==> src/rtl/pwc_pkg.sv <==
// Shared FSM state encoding for the packet measurement window controller.
package pwc_pkg;
  typedef enum logic [1:0] {
    ST_IDLE = 2'd0,
    ST_RUN  = 2'd1,
    ST_DONE = 2'd2
  } pwc_state_e;
endpackage

==> src/rtl/sat_counter.sv <==
// Registered accumulator that adds a per-cycle increment and pins at all-ones.
module sat_counter #(
  parameter int W = 32
) (
  input  logic         clk,
  input  logic         resetn,
  input  logic         clr,
  input  logic         en,
  input  logic [W-1:0] inc,
  output logic [W-1:0] cnt
);
  logic [W:0]   w_sum;
  logic [W-1:0] r_cnt;

  // The extra carry bit flags an overflow so the count clamps instead of wrapping.
  assign w_sum = {1'b0, r_cnt} + {1'b0, inc};

  always_ff @(posedge clk or negedge resetn) begin
    if (!resetn) begin
      r_cnt <= {W{1'b0}};
    end else if (clr) begin
      r_cnt <= {W{1'b0}};
    end else if (en) begin
      r_cnt <= w_sum[W] ? {W{1'b1}} : w_sum[W-1:0];
    end
  end

  assign cnt = r_cnt;
endmodule

==> src/rtl/packet_window_ctrl.sv <==
// Measures good/bad packet counts, byte total and min/max length over a
// start/stop or fixed-length window of clk cycles.
module packet_window_ctrl
  import pwc_pkg::*;
#(
  parameter int CW = 32,
  parameter int BW = 48
) (
  input  logic          clk,
  input  logic          resetn,
  input  logic          start,
  input  logic          stop,
  input  logic          clear,
  input  logic [CW-1:0] window_len,
  input  logic [15:0]   plen_tdata,
  input  logic          plen_tuser,
  input  logic          plen_tvalid,
  output logic          busy,
  output logic          done,
  output logic [CW-1:0] good_pkts,
  output logic [CW-1:0] bad_pkts,
  output logic [BW-1:0] total_bytes,
  output logic [15:0]   min_plen,
  output logic [15:0]   max_plen
);
  localparam logic [CW-1:0] C_ONE = {{(CW-1){1'b0}}, 1'b1};

  pwc_state_e    r_state;
  pwc_state_e    w_state_next;
  logic          w_start_go;
  logic          w_in_run;
  logic          w_good_en;
  logic          w_bad_en;
  logic          w_stat_clr;
  logic [CW-1:0] r_timer;
  logic [15:0]   r_min_trk;
  logic [15:0]   r_min_plen;
  logic [15:0]   r_max_plen;
  logic [15:0]   w_min_next;
  logic          r_busy;
  logic          r_done;

  always_ff @(posedge clk or negedge resetn) begin
    if (!resetn) begin
      r_state <= ST_IDLE;
    end else begin
      r_state <= w_state_next;
    end
  end

  // clear overrides everything; a timer value of 0 means the window only ends on stop.
  always_comb begin
    w_state_next = r_state;
    w_start_go   = 1'b0;
    if (clear) begin
      w_state_next = ST_IDLE;
    end else begin
      case (r_state)
        ST_IDLE: begin
          if (start) begin
            w_state_next = ST_RUN;
            w_start_go   = 1'b1;
          end else begin
            w_state_next = ST_IDLE;
          end
        end
        ST_RUN: begin
          if (stop) begin
            w_state_next = ST_DONE;
          end else if (r_timer == C_ONE) begin
            w_state_next = ST_DONE;
          end else begin
            w_state_next = ST_RUN;
          end
        end
        ST_DONE: begin
          if (start) begin
            w_state_next = ST_RUN;
            w_start_go   = 1'b1;
          end else begin
            w_state_next = ST_DONE;
          end
        end
        default: begin
          w_state_next = ST_IDLE;
        end
      endcase
    end
  end

  assign w_in_run   = (r_state == ST_RUN) && !clear;
  assign w_good_en  = w_in_run && plen_tvalid && !plen_tuser;
  assign w_bad_en   = w_in_run && plen_tvalid && plen_tuser;
  assign w_stat_clr = clear || w_start_go;
  assign w_min_next = (plen_tdata < r_min_trk) ? plen_tdata : r_min_trk;

  always_ff @(posedge clk or negedge resetn) begin
    if (!resetn) begin
      r_timer <= {CW{1'b0}};
    end else if (clear) begin
      r_timer <= {CW{1'b0}};
    end else if (w_start_go) begin
      r_timer <= window_len;
    end else if ((r_state == ST_RUN) && (r_timer != {CW{1'b0}})) begin
      r_timer <= r_timer - C_ONE;
    end
  end

  always_ff @(posedge clk or negedge resetn) begin
    if (!resetn) begin
      r_busy <= 1'b0;
      r_done <= 1'b0;
    end else begin
      r_busy <= (w_state_next == ST_RUN);
      r_done <= (w_state_next == ST_DONE);
    end
  end

  // The tracker starts at 0xFFFF; the visible minimum stays 0 until a good packet lands.
  always_ff @(posedge clk or negedge resetn) begin
    if (!resetn) begin
      r_min_trk  <= 16'hFFFF;
      r_min_plen <= 16'h0000;
      r_max_plen <= 16'h0000;
    end else if (w_stat_clr) begin
      r_min_trk  <= 16'hFFFF;
      r_min_plen <= 16'h0000;
      r_max_plen <= 16'h0000;
    end else if (w_good_en) begin
      r_min_trk  <= w_min_next;
      r_min_plen <= w_min_next;
      r_max_plen <= (plen_tdata > r_max_plen) ? plen_tdata : r_max_plen;
    end
  end

  sat_counter #(.W(CW)) u_good_cnt (
    .clk    (clk),
    .resetn (resetn),
    .clr    (w_stat_clr),
    .en     (w_good_en),
    .inc    (C_ONE),
    .cnt    (good_pkts)
  );

  sat_counter #(.W(CW)) u_bad_cnt (
    .clk    (clk),
    .resetn (resetn),
    .clr    (w_stat_clr),
    .en     (w_bad_en),
    .inc    (C_ONE),
    .cnt    (bad_pkts)
  );

  sat_counter #(.W(BW)) u_byte_acc (
    .clk    (clk),
    .resetn (resetn),
    .clr    (w_stat_clr),
    .en     (w_good_en),
    .inc    ({{(BW-16){1'b0}}, plen_tdata}),
    .cnt    (total_bytes)
  );

  assign busy     = r_busy;
  assign done     = r_done;
  assign min_plen = r_min_plen;
  assign max_plen = r_max_plen;
endmodule

==> config.mk <==
export PLATFORM = sky130hd
export DESIGN_NAME = packet_window_ctrl
export DESIGN_NICKNAME = d
export VERILOG_FILES = /design/src/rtl/pwc_pkg.sv /design/src/rtl/sat_counter.sv /design/src/rtl/packet_window_ctrl.sv
export SDC_FILE = /design/constraint.sdc
export NUM_CORES = 1
export LEC_CHECK = 0
export CAP_MARGIN = 30
export CORE_MARGIN = 2
export CORE_UTILIZATION = 30
export DETAILED_ROUTE_END_ITERATION = 16
export GPL_TIMING_DRIVEN = 1
export PLACE_DENSITY_LB_ADDON = 0.25
export SYNTH_ARGS = -nofsm -noshare
export SYNTH_HDL_FRONTEND = slang
export SYNTH_SLANG_ARGS = --single-unit
==> constraint.sdc <==
create_clock -name clk -period 3.7 [get_ports clk]
set_clock_uncertainty 0.1 [all_clocks]
set_input_delay 0.74 -clock clk [delete_from_list [all_inputs] [get_ports clk]]
set_output_delay 0.74 -clock clk [all_outputs]
set_load 0.005 [all_outputs]
==> impl_metrics.json <==
{
  "grt.overflow.total": 0,
  "post_drt_wl_per_cell_um": 18.1,
  "post_synth_inst_count": 1326,
  "dp_hpwl_um": 27400,
  "postSynth.topFlopCell": "sky130_fd_sc_hd__dfrtp_1",
  "worst_hold_path_type": "primary input to asynchronous set/reset pin",
  "ir_drop_mv": 0.306,
  "multiInputGateArea_sq_mm": 0.00629,
  "worstPathCellList": "clkdlybuf4s50_1, ha_1, fa_1, a211o_1, a21oi_1, o21ai_1, buf_4, a31o_2, nand4_1, nor3_1, a311oi_1",
  "yosys_register_bits": 196,
  "timing.critical_path.required_ns": 3.95,
  "worstMarginPinSlew_ns": 0.743,
  "number_of_clock_buffers_inserted_by_tritoncts": 17,
  "cts-root-to-sink-buffers": 2,
  "cp_slowest_stage_delay_ns": 0.52,
  "drt-total-wl_um": 37800,
  "finalSetupViolations": 0,
  "timing.final.hold_violations": 0,
  "timing.critical_path.buf_inv": 2,
  "ios": 201,
  "floorplan.die.width_um": 201,
  "path_max_fanout": 5,
  "power_uw": 4870,
  "layout_cell_share_with_drive_strength_beyond_1_pct": 10.3,
  "vias": 11200,
  "area_growth_pct": 31.8,
  "initial_core_util_pct": 30.2,
  "area_used_by_sequential_logic_in_the_layout_sq_mm": 0.00492,
  "grt_antenna_before_repair": 0,
  "grt_max_degree": 81,
  "cp.arrival_ns": 3.64,
  "std_cell_rows": 72,
  "critPathSlowestCell": "sky130_fd_sc_hd__clkdlybuf4s50_1",
  "clkSlewWorstSetupHoldPaths_ns": 0.07,
  "drc": 0,
  "clock_sink_count": 196,
  "antenna-diode-count": 0,
  "end_kind": "register",
  "min_period_over_period_pct": 91.6,
  "port_buffers": 200,
  "die_y_um": 201,
  "timing.max_slew.rel_slack_pct": 50.0,
  "cellPowerDensity_mw_per_mm2": 318,
  "startpoint_type": "primary input",
  "detailedRoute.firstPassIterationCount": 5,
  "fin_nets": 1665,
  "fill_cells": 3886,
  "netlist_area_sq_mm": 0.0116,
  "setup_total_negative_slack_ns": 0,
  "ctsHoldBuffers": 0,
  "synth_seq_area_share_pct": 42.3,
  "cts-root-buf": "sky130_fd_sc_hd__clkbuf_16",
  "synth_cell_type_count": 74,
  "timing.final.max_slew_violations": 0,
  "power.leakage_uw": 0.00632,
  "via_count_of_the_first_global_routing_pass": 10800,
  "synth_warnings": 0,
  "layout_min_cycle_time_ns": 3.39,
  "ant_nets": 0,
  "design.die.area_sq_mm": 0.0404,
  "synth_fp_nets": 1434,
  "synth_enable_flop_cells": 0,
  "post_cts.resized_instances": 0,
  "rsz0062_at_grt": "no",
  "cts_max_level": 4,
  "drt-vias-per-instance": 5.38,
  "result_of_the_run": "complete, no violations",
  "synthesis.area_per_instance_sq_um": 8.77,
  "postSynth.asyncResetShare_pct": 100,
  "global_route.usage.total_pct": 18.7,
  "max_freq_mhz": 295,
  "core_sq_mm": 0.0385,
  "timing.setup.critical_path_class": "primary input to register",
  "max_cap_violations": 0,
  "layout_commonest_cell": "sky130_fd_sc_hd__clkdlybuf4s50_1",
  "postCtsSetupRepairBufs": 0,
  "worst_skew_pair.late_latency_ns": 0.45,
  "drtIter0Drc": 754,
  "finalWeightedCongestion": 0.845,
  "mostFrequentLayoutCells": "sky130_fd_sc_hd__clkdlybuf4s50_1, sky130_fd_sc_hd__dfrtp_1, sky130_fd_sc_hd__nor2_1",
  "first_pass_grt_wire_length_um": 60800,
  "family_of_cells_with_the_greatest_summed_delay_on_the_critical_path": "compound AO/OA/AOI/OAI gates",
  "tritoncts_clock_tree": "built"
}
## worst paths after layout
kind,slack (ns),cells past startpoint,endpoint,from
max,0.31,11,u_byte_acc.cnt[46]$_DFFE_PN0P_,plen_tdata[0]
min,0.23,1,r_timer[23]$_DFFE_PN0P_,resetn
max reg2reg,0.70,10,u_byte_acc.cnt[46]$_DFFE_PN0P_,u_byte_acc.cnt[0]$_DFFE_PN0P_
min reg2reg,0.40,2,r_min_trk[6]$_DFFE_PN1P_,r_min_trk[6]$_DFFE_PN1P_
max in group asynchronous,2.43,2,r_min_trk[9]$_DFFE_PN1P_,resetn
min in group clk,0.40,2,r_min_trk[6]$_DFFE_PN1P_,r_min_trk[6]$_DFFE_PN1P_
## cell usage after synthesis, types with 13 or more instances
master | instances | area share (%)
sky130_fd_sc_hd__dfrtp_1 | 180 | 39
sky130_fd_sc_hd__nor2_1 | 124 | 4.0
sky130_fd_sc_hd__nand2_1 | 111 | 3.6
sky130_fd_sc_hd__a21oi_1 | 106 | 4.6
sky130_fd_sc_hd__o21ai_0 | 91 | 3.9
sky130_fd_sc_hd__nand3_1 | 83 | 3.6
sky130_fd_sc_hd__clkbuf_1 | 60 | 1.9
sky130_fd_sc_hd__ha_1 | 52 | 5.6
sky130_fd_sc_hd__nor3_1 | 49 | 2.1
sky130_fd_sc_hd__inv_1 | 47 | 1.5
sky130_fd_sc_hd__a31oi_1 | 39 | 2.1
sky130_fd_sc_hd__nand4_1 | 32 | 1.7
sky130_fd_sc_hd__and3_1 | 24 | 1.3
sky130_fd_sc_hd__o211ai_1 | 24 | 1.5
sky130_fd_sc_hd__mux2i_1 | 23 | 2.0
sky130_fd_sc_hd__o311ai_0 | 21 | 1.6
sky130_fd_sc_hd__nor4_1 | 19 | 1.0
sky130_fd_sc_hd__a21o_1 | 17 | 1.1
sky130_fd_sc_hd__dfstp_2 | 16 | 3.6
sky130_fd_sc_hd__or3_1 | 16 | 0.86
sky130_fd_sc_hd__a311oi_1 | 15 | 1.1
sky130_fd_sc_hd__o31ai_1 | 15 | 0.97
sky130_fd_sc_hd__a211oi_1 | 13 | 0.84
sky130_fd_sc_hd__and4_1 | 13 | 0.98
## cell type report
type                    instances  area share, %
clock buffers                  21           3.13
repair buffers                283           17.5
flip-flops and latches        196           32.1
well taps                     518           4.23
multi-input cells            1012           41.0
clock inverters                11          0.816
inverters                      47           1.15
## report_power, final
group	internal, uW	switching, uW
Clock	1070	887
Sequential	2190	49.9
Combinational	273	400
Total	3540	1340
## stage by stage
step	cells	instance area (sq um)	setup WS, ns	hold WS [ns]	utilization (%)
after floorplan	1326	11600	0.437	0.344	-
after global placement	2056	14700	-0.167	0.385	38.3
after detailed placement	2056	14700	-0.217	0.389	38.3
after CTS	2088	15300	0.258	0.248	39.8
after global routing	2088	15300	0.105	0.280	39.9
final	2088	15300	0.312	0.235	39.9
## registers in the layout, summed over array words and instances (netlist names)
signal / count
busy: 1
done: 1
max_plen: 16
min_plen: 16
r_min_trk: 16
r_state: 2
r_timer: 32
u_bad_cnt.cnt: 32
u_byte_acc.cnt: 48
u_good_cnt.cnt: 32
## routing by layer
layer / GRT usage [%] / share of wire [%] / vias to the layer above
met5: 0 / 0 / -
met4: 3.78 / 0.91 / 0
met3: 3.96 / 5.0 / 21
met2: 29.5 / 46 / 265
met1: 26.6 / 48 / 5505
li1: - / - / 5447
## kinds of logic (layout without fill, tap and decap cells)
group | Yosys count | after routing | share of synthesized area [%]
muxes | 23 | 23 | 1.98
AOI/OAI and AO/OA | 399 | 399 | 22.0
buffers and inverters | 118 | 362 | 3.93
DFF | 196 | 196 | 42.3
adders and majority gates | 53 | 53 | 5.76
and+or+nand+nor | 517 | 517 | 22.5
xor gates and xnor gates | 20 | 20 | 1.51
(Power assumes the default switching activity.)
